File: src/rtl/csr_file.sv
// Machine-mode CSR file for the RV64 single-cycle core.
// Old-value reads, counters, trap and mret state, WARL write masks.
module csr_file #(
  parameter int unsigned     XLEN        = 64,
  parameter logic [XLEN-1:0] HARTID      = '0,
  parameter logic [XLEN-1:0] MTVEC_RESET = '0
) (
  input  logic            clk,
  input  logic            rst_n,
  input  logic [11:0]     csr_addr,
  input  logic            csr_wen,
  input  logic [1:0]      csr_funct,
  input  logic            csrsel,
  input  logic [4:0]      csr_uimm,
  input  logic [XLEN-1:0] rs1_data,
  input  logic            retire,
  input  logic            trap,
  input  logic [XLEN-1:0] trap_pc,
  input  logic [XLEN-1:0] trap_cause,
  input  logic            mret,
  output logic [XLEN-1:0] csr_rdata,
  output logic            illegal,
  output logic [XLEN-1:0] mtvec_o,
  output logic [XLEN-1:0] mepc_o,
  output logic            mie_o
);

  localparam logic [11:0] A_MSTATUS  = 12'h300;
  localparam logic [11:0] A_MTVEC    = 12'h305;
  localparam logic [11:0] A_MSCRATCH = 12'h340;
  localparam logic [11:0] A_MEPC     = 12'h341;
  localparam logic [11:0] A_MCAUSE   = 12'h342;
  localparam logic [11:0] A_MCYCLE   = 12'hB00;
  localparam logic [11:0] A_MINSTRET = 12'hB02;
  localparam logic [11:0] A_CYCLE    = 12'hC00;
  localparam logic [11:0] A_INSTRET  = 12'hC02;
  localparam logic [11:0] A_MHARTID  = 12'hF14;

  logic            mie;
  logic            mpie;
  logic [XLEN-1:0] mtvec;
  logic [XLEN-1:0] mscratch;
  logic [XLEN-1:0] mepc;
  logic [XLEN-1:0] mcause;
  logic [XLEN-1:0] mcycle;
  logic [XLEN-1:0] minstret;

  logic [XLEN-1:0] mstatus;
  logic [XLEN-1:0] src;
  logic [XLEN-1:0] wdata;
  logic            impl;
  logic            ro;
  logic            suppress;
  logic            do_write;
  logic            commit;

  // MPP is hardwired to machine mode
  always_comb begin
    mstatus        = '0;
    mstatus[12:11] = 2'b11;
    mstatus[7]     = mpie;
    mstatus[3]     = mie;
  end

  always_comb begin
    csr_rdata = '0;
    impl      = 1'b1;
    ro        = 1'b0;
    case (csr_addr)
      A_MSTATUS:  csr_rdata = mstatus;
      A_MTVEC:    csr_rdata = mtvec;
      A_MSCRATCH: csr_rdata = mscratch;
      A_MEPC:     csr_rdata = mepc;
      A_MCAUSE:   csr_rdata = mcause;
      A_MCYCLE:   csr_rdata = mcycle;
      A_MINSTRET: csr_rdata = minstret;
      A_CYCLE: begin
        csr_rdata = mcycle;
        ro        = 1'b1;
      end
      A_INSTRET: begin
        csr_rdata = minstret;
        ro        = 1'b1;
      end
      A_MHARTID: begin
        csr_rdata = HARTID;
        ro        = 1'b1;
      end
      default: impl = 1'b0;
    endcase
  end

  assign src = csrsel ? {{(XLEN-5){1'b0}}, csr_uimm} : rs1_data;

  always_comb begin
    wdata = csr_rdata;
    case (csr_funct)
      2'b01:   wdata = src;
      2'b10:   wdata = csr_rdata | src;
      2'b11:   wdata = csr_rdata & ~src;
      default: wdata = csr_rdata;
    endcase
  end

  // RS/RC with a zero source field is a pure read
  assign suppress = csr_funct[1] && (csr_uimm == 5'd0);
  assign do_write = csr_wen && (csr_funct != 2'b00) && !suppress;
  assign illegal  = csr_wen && (!impl || (ro && do_write));
  assign commit   = do_write && !illegal && !trap;

  always_ff @(posedge clk or negedge rst_n) begin
    if (!rst_n) begin
      mie      <= 1'b0;
      mpie     <= 1'b0;
      mtvec    <= {MTVEC_RESET[XLEN-1:2], 2'b00};
      mscratch <= '0;
      mepc     <= '0;
      mcause   <= '0;
      mcycle   <= '0;
      minstret <= '0;
    end else begin
      if (commit && csr_addr == A_MCYCLE)
        mcycle <= wdata;
      else
        mcycle <= mcycle + XLEN'(1);

      if (commit && csr_addr == A_MINSTRET)
        minstret <= wdata;
      else if (retire)
        minstret <= minstret + XLEN'(1);

      if (commit) begin
        case (csr_addr)
          A_MTVEC:    mtvec    <= {wdata[XLEN-1:2], 2'b00};
          A_MSCRATCH: mscratch <= wdata;
          A_MEPC:     mepc     <= {wdata[XLEN-1:1], 1'b0};
          A_MCAUSE:   mcause   <= wdata;
          default:    ;
        endcase
      end

      if (trap) begin
        mepc   <= {trap_pc[XLEN-1:1], 1'b0};
        mcause <= trap_cause;
        mpie   <= mie;
        mie    <= 1'b0;
      end else if (mret) begin
        mie    <= mpie;
        mpie   <= 1'b1;
      end else if (commit && csr_addr == A_MSTATUS) begin
        mie    <= wdata[3];
        mpie   <= wdata[7];
      end
    end
  end

  assign mtvec_o = mtvec;
  assign mepc_o  = mepc;
  assign mie_o   = mie;

endmodule

File: config.mk
export PLATFORM = sky130hd
export DESIGN_NAME = csr_file
export DESIGN_NICKNAME = d
export VERILOG_FILES = /design/src/rtl/csr_file.sv
export SDC_FILE = /design/constraint.sdc
export NUM_CORES = 1
export LEC_CHECK = 0
export CAP_MARGIN = 20
export CORE_MARGIN = 8
export CORE_UTILIZATION = 45
export CTS_BUF_LIST = sky130_fd_sc_hd__clkbuf_8
export CTS_CLUSTER_SIZE = 25
export DETAILED_ROUTE_END_ITERATION = 6
export PLACE_DENSITY_LB_ADDON = 0.08
export SETUP_SLACK_MARGIN = 0.3
export SLEW_MARGIN = 20
export SYNTH_ARGS = -nofsm -noshare
export SYNTH_HDL_FRONTEND = slang
export SYNTH_SLANG_ARGS = --single-unit
File: constraint.sdc
create_clock -name clk -period 6.2 [get_ports clk]
set_input_delay 0.93 -clock clk [delete_from_list [all_inputs] [get_ports clk]]
set_output_delay 0.93 -clock clk [all_outputs]
set_load 0.05 [all_outputs]
==> metrics.md <==
| Metric | Value |
|---|---|
| FF-to-FF path depth | 7 |
| Register area share after synthesis | 0.435 |
| R2R Path Start | minstret[0] |
| Worst-path cell chain | clkdlybuf4s50_1 > or4_1 > nor4_4 > buf_4 > a222oi_1 > nand3_1 > clkdlybuf4s50_1 |
| Most numerous cell on the critical path | clkdlybuf4s50_1 |
| Clock network power share | 0.404 |
| CTS tree | yes |
| Final period util | 0.900 |
| Yosys warnings | 0 |
| WP data required | 5270 ps |
| Leak | 11.3 nW |
| Clock Latency Late Sink | 640 ps |
| Initial Utilization | 0.453 |
| First-pass GRT wire length | 128000 µm |
| Initial antenna violation count | 5 |
| Register share of total power | 0.446 |
| Clock root buffer | clkbuf_8 |
| Post-synthesis instance total | 2327 |
| H-tree levels | 3 |
| Placed cell count | 3210 |
| GRT Total Usage | 0.290 |
| Pwr Density | 220 mW/mm² |
| EDFF count, synth | 0 |
| Unique cell type count in the Yosys netlist | 65 |
| Nets | 2880 |
| Hold slack | 368 ps |
| Setup violators final | 0 |
| Finished Layout Cells | 3333 |
| Sw Share | 0.288 |
| Mapped Avg Cell Area | 9.47 µm² |
| CP Max Fanout | 27 |
| Max Transition Viols Final | 0 |
| Via count | 21000 |
| HP Class | primary input to async pin |
| GPL Wtd Cong | 0.869 |
| Drt total wl | 84600 µm |
| Status | finished clean |
| CTS sink cnt | 383 |
| Slew Limit Headroom | 0.202 |
| Clock skew | 27.5 ps |
| Area Overhead vs Synth | 26.5% |
| Number of input and output port buffers inserted | 407 |
| DRC viols | 0 |
| Final hold viol count | 0 |
| Clk pin slew, worst setup/hold paths | 60 ps |
| Clock buffer depth | 3 |
| Largest net degree at the start of global routing | 147 |
| Clock buffers created by TritonCTS | 70 |
| Highest achievable clock rate | 179 MHz |
| CP peak stage delay | 850 ps |
| DRT antenna net count | 0 |
| Vias in the first global route | 20300 |
| Crit path max-delay family | buffers and inverters |
| Power after layout | 6.15 mW |
| RSZ-0062 raised after global routing | false |
| Combinational Power Share | 0.151 |
| Startpoint class of the critical path | primary input |
| Setup Crit Path Kind | primary input to output pin |
| Die area | 0.0563 mm² |
| Core area | 0.0486 mm² |
| Reg2reg setup slack | 3060 ps |
| Die Y | 237 µm |
| Most frequent cells in the layout | 402 x clkdlybuf4s50_1, 383 x dfrtp_1, 292 x nand2_1 |
| Commonest non-fill, non-tap cell in the layout | clkdlybuf4s50_1 |
| Pint | 4.38 mW |
| Drt pass-1 iters | 7 |
| Crit end category | output pin |
| Final min period | 5580 ps |
| DRT iter0 DRCs | 3044 |
| Critical Path AT | 4650 ps |
| Seq cells post-synth | 383 |
| Mapped cell area | 0.0220 mm² |
| Std-Cell Rows | 81 |
| Post-DP HPWL | 58200 µm |
| # hold bufs at CTS | 0 |
| Die X | 237 µm |
| Routed len/inst | 25.4 µm |
| Slew @ Worst Pin | 1190 ps |
| Synth async-reset ratio | 1.00 |
| Max Cap Violations | 0 |
| # resized after CTS | 0 |
| Critical R2R Capture | minstret[56] |
| Predominant post-synthesis flop cell | dfrtp_1 |
| TNS Setup | 0 ps |
| Num ports | 412 |
| Psw | 1.77 mW |
| Max IR drop VDD | 126 µV |
| Critical-path top delay cell | clkdlybuf4s50_1 |
| Post-CTS Setup Inserts | 0 |
| CP bufs+invs | 3 |
| Layout cell share with drive strength beyond 1 | 0.104 |
| Gr ovfl total | 0 |
| Routed vias/inst | 6.31 |
[metal layers]
metal / wire length (µm) / vias to the layer above / GRT usage / share of wire
li1: - / 9308 / - / -
met2: 36000 / 1139 / 0.414 / 0.43
met5: 27 / - / 0 / 0.00032
met1: 38700 / 10500 / 0.435 / 0.46
met4: 1480 / 4 / 0.0783 / 0.018
met3: 8370 / 111 / 0.0659 / 0.099
[cell type report]
type                       instances  area [µm²]
inverter                          13        48.8
antenna                            2        5.00
sequential                       383        9580
fill                            4392       20800
clock buffer                      88        1210
timing repair buffer             446        4440
clock inverter                    33         203
multi-input combinational       1746       11600
tap                              622         778
[worst reg2reg max path, stage by stage, from the launching register on]
cell and delay, ps:
dfrtp_1 400, ha_1 190, nand4_1 200, nor2_1 420, and2_1 670, nand4_1 500
or3_1 480, a31oi_1 180
[kinds of logic after synthesis]
| group | count (synthesis) | share of synthesized area |
|---|---|---|
| and+or+nand+nor | 881 | 0.216 |
| AOI/OAI and AO/OA | 602 | 0.196 |
| DFF | 383 | 0.435 |
| buffers and inverters | 200 | 0.0408 |
| xor gates and xnor gates | 177 | 0.0703 |
| muxes | 81 | 0.0408 |
| adders and majority gates | 2 | 0.00114 |
| other | 1 | 0.000170 |
[cells in the mapped netlist, types with 3 or more instances]
master	count	area share
nand2b_1	9	0.0026
nand2_1	292	0.050
a311oi_1	3	0.0012
nor4_4	5	0.0048
nand3b_1	4	0.0014
or3_1	12	0.0034
a21oi_1	175	0.040
mux2_2	70	0.036
xnor2_1	103	0.041
o31ai_1	3	0.0010
a31oi_2	34	0.019
o21ai_0	94	0.021
a22o_1	4	0.0016
buf_1	16	0.0027
and4_1	10	0.0040
a221o_1	68	0.031
buf_2	56	0.013
inv_1	13	0.0022
nor3_1	15	0.0034
nor2_1	103	0.018
and3_1	18	0.0051
nor4_1	21	0.0060
or4_1	4	0.0014
o21ai_1	66	0.015
nor3b_1	127	0.043
a31oi_1	13	0.0037
buf_4	21	0.0072
nor4b_1	4	0.0016
nor2b_1	57	0.016
nor4_2	3	0.0017
a221oi_1	3	0.0012
a22oi_1	30	0.010
or2_2	4	0.0011
nand4_1	57	0.016
xor2_1	74	0.029
dfrtp_1	383	0.43
nand3_1	79	0.018
mux2i_1	11	0.0050
clkbuf_1	94	0.016
a222oi_1	95	0.043
and2_1	43	0.012
[state kept, by name (all words and copies together), names as in the netlist]
register  cells
mcause       64
mcycle       64
mepc_o       63
mie_o         1
minstret     64
mpie          1
mscratch     64
mtvec_o      62
[how the worst max path moves through the flow]
| stage | slack (ps) | end | start | cells past startpoint |
|---|---|---|---|---|
| after floorplan | 2330 | csr_rdata[14] | csr_addr[4] | 8 |
| after global placement | 740 | csr_rdata[30] | csr_addr[4] | 7 |
| after detailed placement | 690 | csr_rdata[30] | csr_addr[4] | 7 |
| after CTS | 670 | csr_rdata[30] | csr_addr[4] | 7 |
| after global routing | 500 | csr_rdata[30] | csr_addr[4] | 7 |
| final | 620 | csr_rdata[30] | csr_addr[4] | 7 |
[through the flow]
stage                     setup WS, ps  cell area, µm²  utilization
after global placement             741           26500        0.544
after global routing               497           27900        0.573
final                              621           27900        0.573
after floorplan                   2330           22000            -
after CTS                          675           27900        0.573
after detailed placement           694           26500        0.544
[power groups by stage]
stage                     clock network [mW]  logic (mW)  registers [mW]
after floorplan                            0       0.405            2.87
after global placement                     0       0.904            2.77
after detailed placement                   0       0.919            2.78
after CTS                               2.53       0.925            2.73
after global routing                    2.64       0.994            2.75
final                                   2.48       0.925            2.74
Power figures use the tool's default switching activity.
==> RTL edit (same settings) <==
Set the parameter `XLEN` to 56 (it was 64).
--- a/src/rtl/csr_file.sv
+++ b/src/rtl/csr_file.sv
@@ -2,5 +2,5 @@
 // Old-value reads, counters, trap and mret state, WARL write masks.
 module csr_file #(
-  parameter int unsigned     XLEN        = 64,
+  parameter int unsigned     XLEN        = 56,
   parameter logic [XLEN-1:0] HARTID      = '0,
   parameter logic [XLEN-1:0] MTVEC_RESET = '0
Interface: changed (6 resized); port bits go from 412 to 364. No check against the original RTL was run, so the function may have changed too.
==> RTL edit against the unedited design <==
  * Setup slack improved by 11 ps
  * Routed wire length rose by 13%
  * Worst hold slack got worse by 130 ps
  * Area after synthesis fell by 5.2%
  * Maximum frequency rose by 0.19%
  * Sequential cell count fell by 48
  * First-iteration DRC count fell by 9.8%
  * Total power fell by 7.3%
  * Clock skew rose by 6.4 ps
  * Final area fell by 5.5%
  * Critical path type unchanged
  * Largest cell class unchanged
  * Highest routed layer unchanged
==> RTL edit: results (changes against the unedited design) <==
status: "complete, no violations"  # unchanged
drt_pass1_iterations: 6  # was 7
leakage_nw: 10.6  # was 11.3 nW
gp_congestion: 0.935  # was 0.869
place_inst: 3262  # was 3210
grt_pass1_vias: 20667  # was 20.3k
grt_start_max_net_pins: 138  # was 147
grtUsageTotal_pct: 34.6  # was 29.0%
grt_pass1_wl_um: 139000  # was 128000 µm
slowest_stage: "or4_1"  # was clkdlybuf4s50_1
dp.final_hpwl_um: 69500  # was 58200 µm
wl_per_cell_um: 28.3  # was 25.4 µm
synthTopCellsByArea: "dfrtp_1 40%, nand2_1 6.5%, o21ai_0 6.3%"  # was dfrtp_1 43%, nand2_1 5.0%, nor3b_1 4.3%
antenna_found_initial: 7  # was 5
timing.rr.end: "minstret[55]"  # was minstret[56]
cp_max_fo: 14  # was 27
syn_inst: 2434  # was 2327
synth_common_cells: "359 x nand2_1, 335 x dfrtp_1, 263 x o21ai_0"  # was 383 x dfrtp_1, 292 x nand2_1, 175 x a21oi_1
worstReg2RegStart: "minstret[5]"  # was minstret[0]
critPathMaxStageDelay_ps: 900  # was 850 ps
worstSkewPairLatency_ps: 690  # was 640 ps
ir_drop_mv: 0.151  # was 0.126 mV
cp.arrival_ps: 4640  # was 4650 ps
layout-drive-gt1-share_pct: 9.83  # was 10.4%
worstHoldPathType: "in2async"  # unchanged
finClkSkew_ps: 33.9  # was 27.5 ps
io_buffers: 359  # was 407
cts_max_level: 2  # was 3
wl_um: 95500  # was 84600 µm
synth_seq_area_share_pct: 40.1  # was 43.5%
yosysUniqueCellTypes: 77  # was 65
r2r_slack_ps: 2660  # was 3060 ps
max-slew-margin-rel_pct: 25.4  # was 20.2%
RTL edit: cell families after synthesis:
group | Yosys count | synth area share, %
other | 1 | 0.0180
AO/OA/AOI/OAI | 696 | 21.6
flip-flops | 335 | 40.1
XOR/XNOR | 160 | 6.71
buffers and inverters | 224 | 4.28
adder cells (fa/ha/maj) | 2 | 0.120
AND/OR/NAND/NOR | 917 | 22.3
multiplexers | 99 | 4.83
RTL edit: through the flow:
step / total power, mW / hold slack, ps / cell area (µm²) / worst slack, ps
after floorplan: 2.96 / 441 / 20900 / 1340
after global placement: 3.42 / 457 / 25000 / 743
after global routing: 5.88 / 302 / 26300 / 616
after detailed placement: 3.43 / 462 / 25000 / 742
final: 5.69 / 237 / 26400 / 632
after CTS: 5.69 / 243 / 26300 / 739
RTL edit: area by class of cell:
class | instances | area, µm²
Fill cell | 4196 | 19800
Antenna cell | 6 | 15.0
Sequential cell | 335 | 8380
Inverter | 25 | 96.3
Multi-Input combinational cell | 1877 | 11800
Timing Repair Buffer | 419 | 4040
Clock buffer | 82 | 1130
Tap cell | 607 | 759
Clock inverter | 29 | 170
RTL edit: how the worst max path moves through the flow:
| stage | from | end | depth (start not counted) |
|---|---|---|---|
| 2_1_floorplan | csr_addr[8] | illegal | 7 |
| 3_3_place_gp | csr_addr[2] | csr_rdata[0] | 6 |
| 3_5_place_dp | csr_addr[2] | csr_rdata[0] | 6 |
| 4_1_cts | csr_addr[3] | csr_rdata[41] | 7 |
| 5_1_grt | csr_addr[3] | csr_rdata[8] | 7 |
| 6_report | csr_addr[3] | csr_rdata[9] | 7 |
RTL edit: per-layer routing:
layer | global-route usage (%) | part of all wire, % | up-vias
met4 | 12.4 | 3.3 | 2
met2 | 50.3 | 43 | 1263
li1 | - | - | 9376
met1 | 49.0 | 43 | 10659
met5 | 0 | 0.014 | -
met3 | 9.06 | 11 | 178
RTL edit: critical path: cells and delay by family:
kind / cells / cell delay [ps]
compound gates: 1 / 290
buf+inv: 3 / 1640
simple gates: 3 / 1770
RTL edit: power groups by stage:
stage | registers, mW | logic, mW | clock network, mW
after floorplan | 2.53 | 0.434 | 0
after global placement | 2.44 | 0.973 | 0
final | 2.41 | 1.00 | 2.27
after detailed placement | 2.45 | 0.984 | 0
after global routing | 2.43 | 1.07 | 2.39
after CTS | 2.41 | 0.989 | 2.29
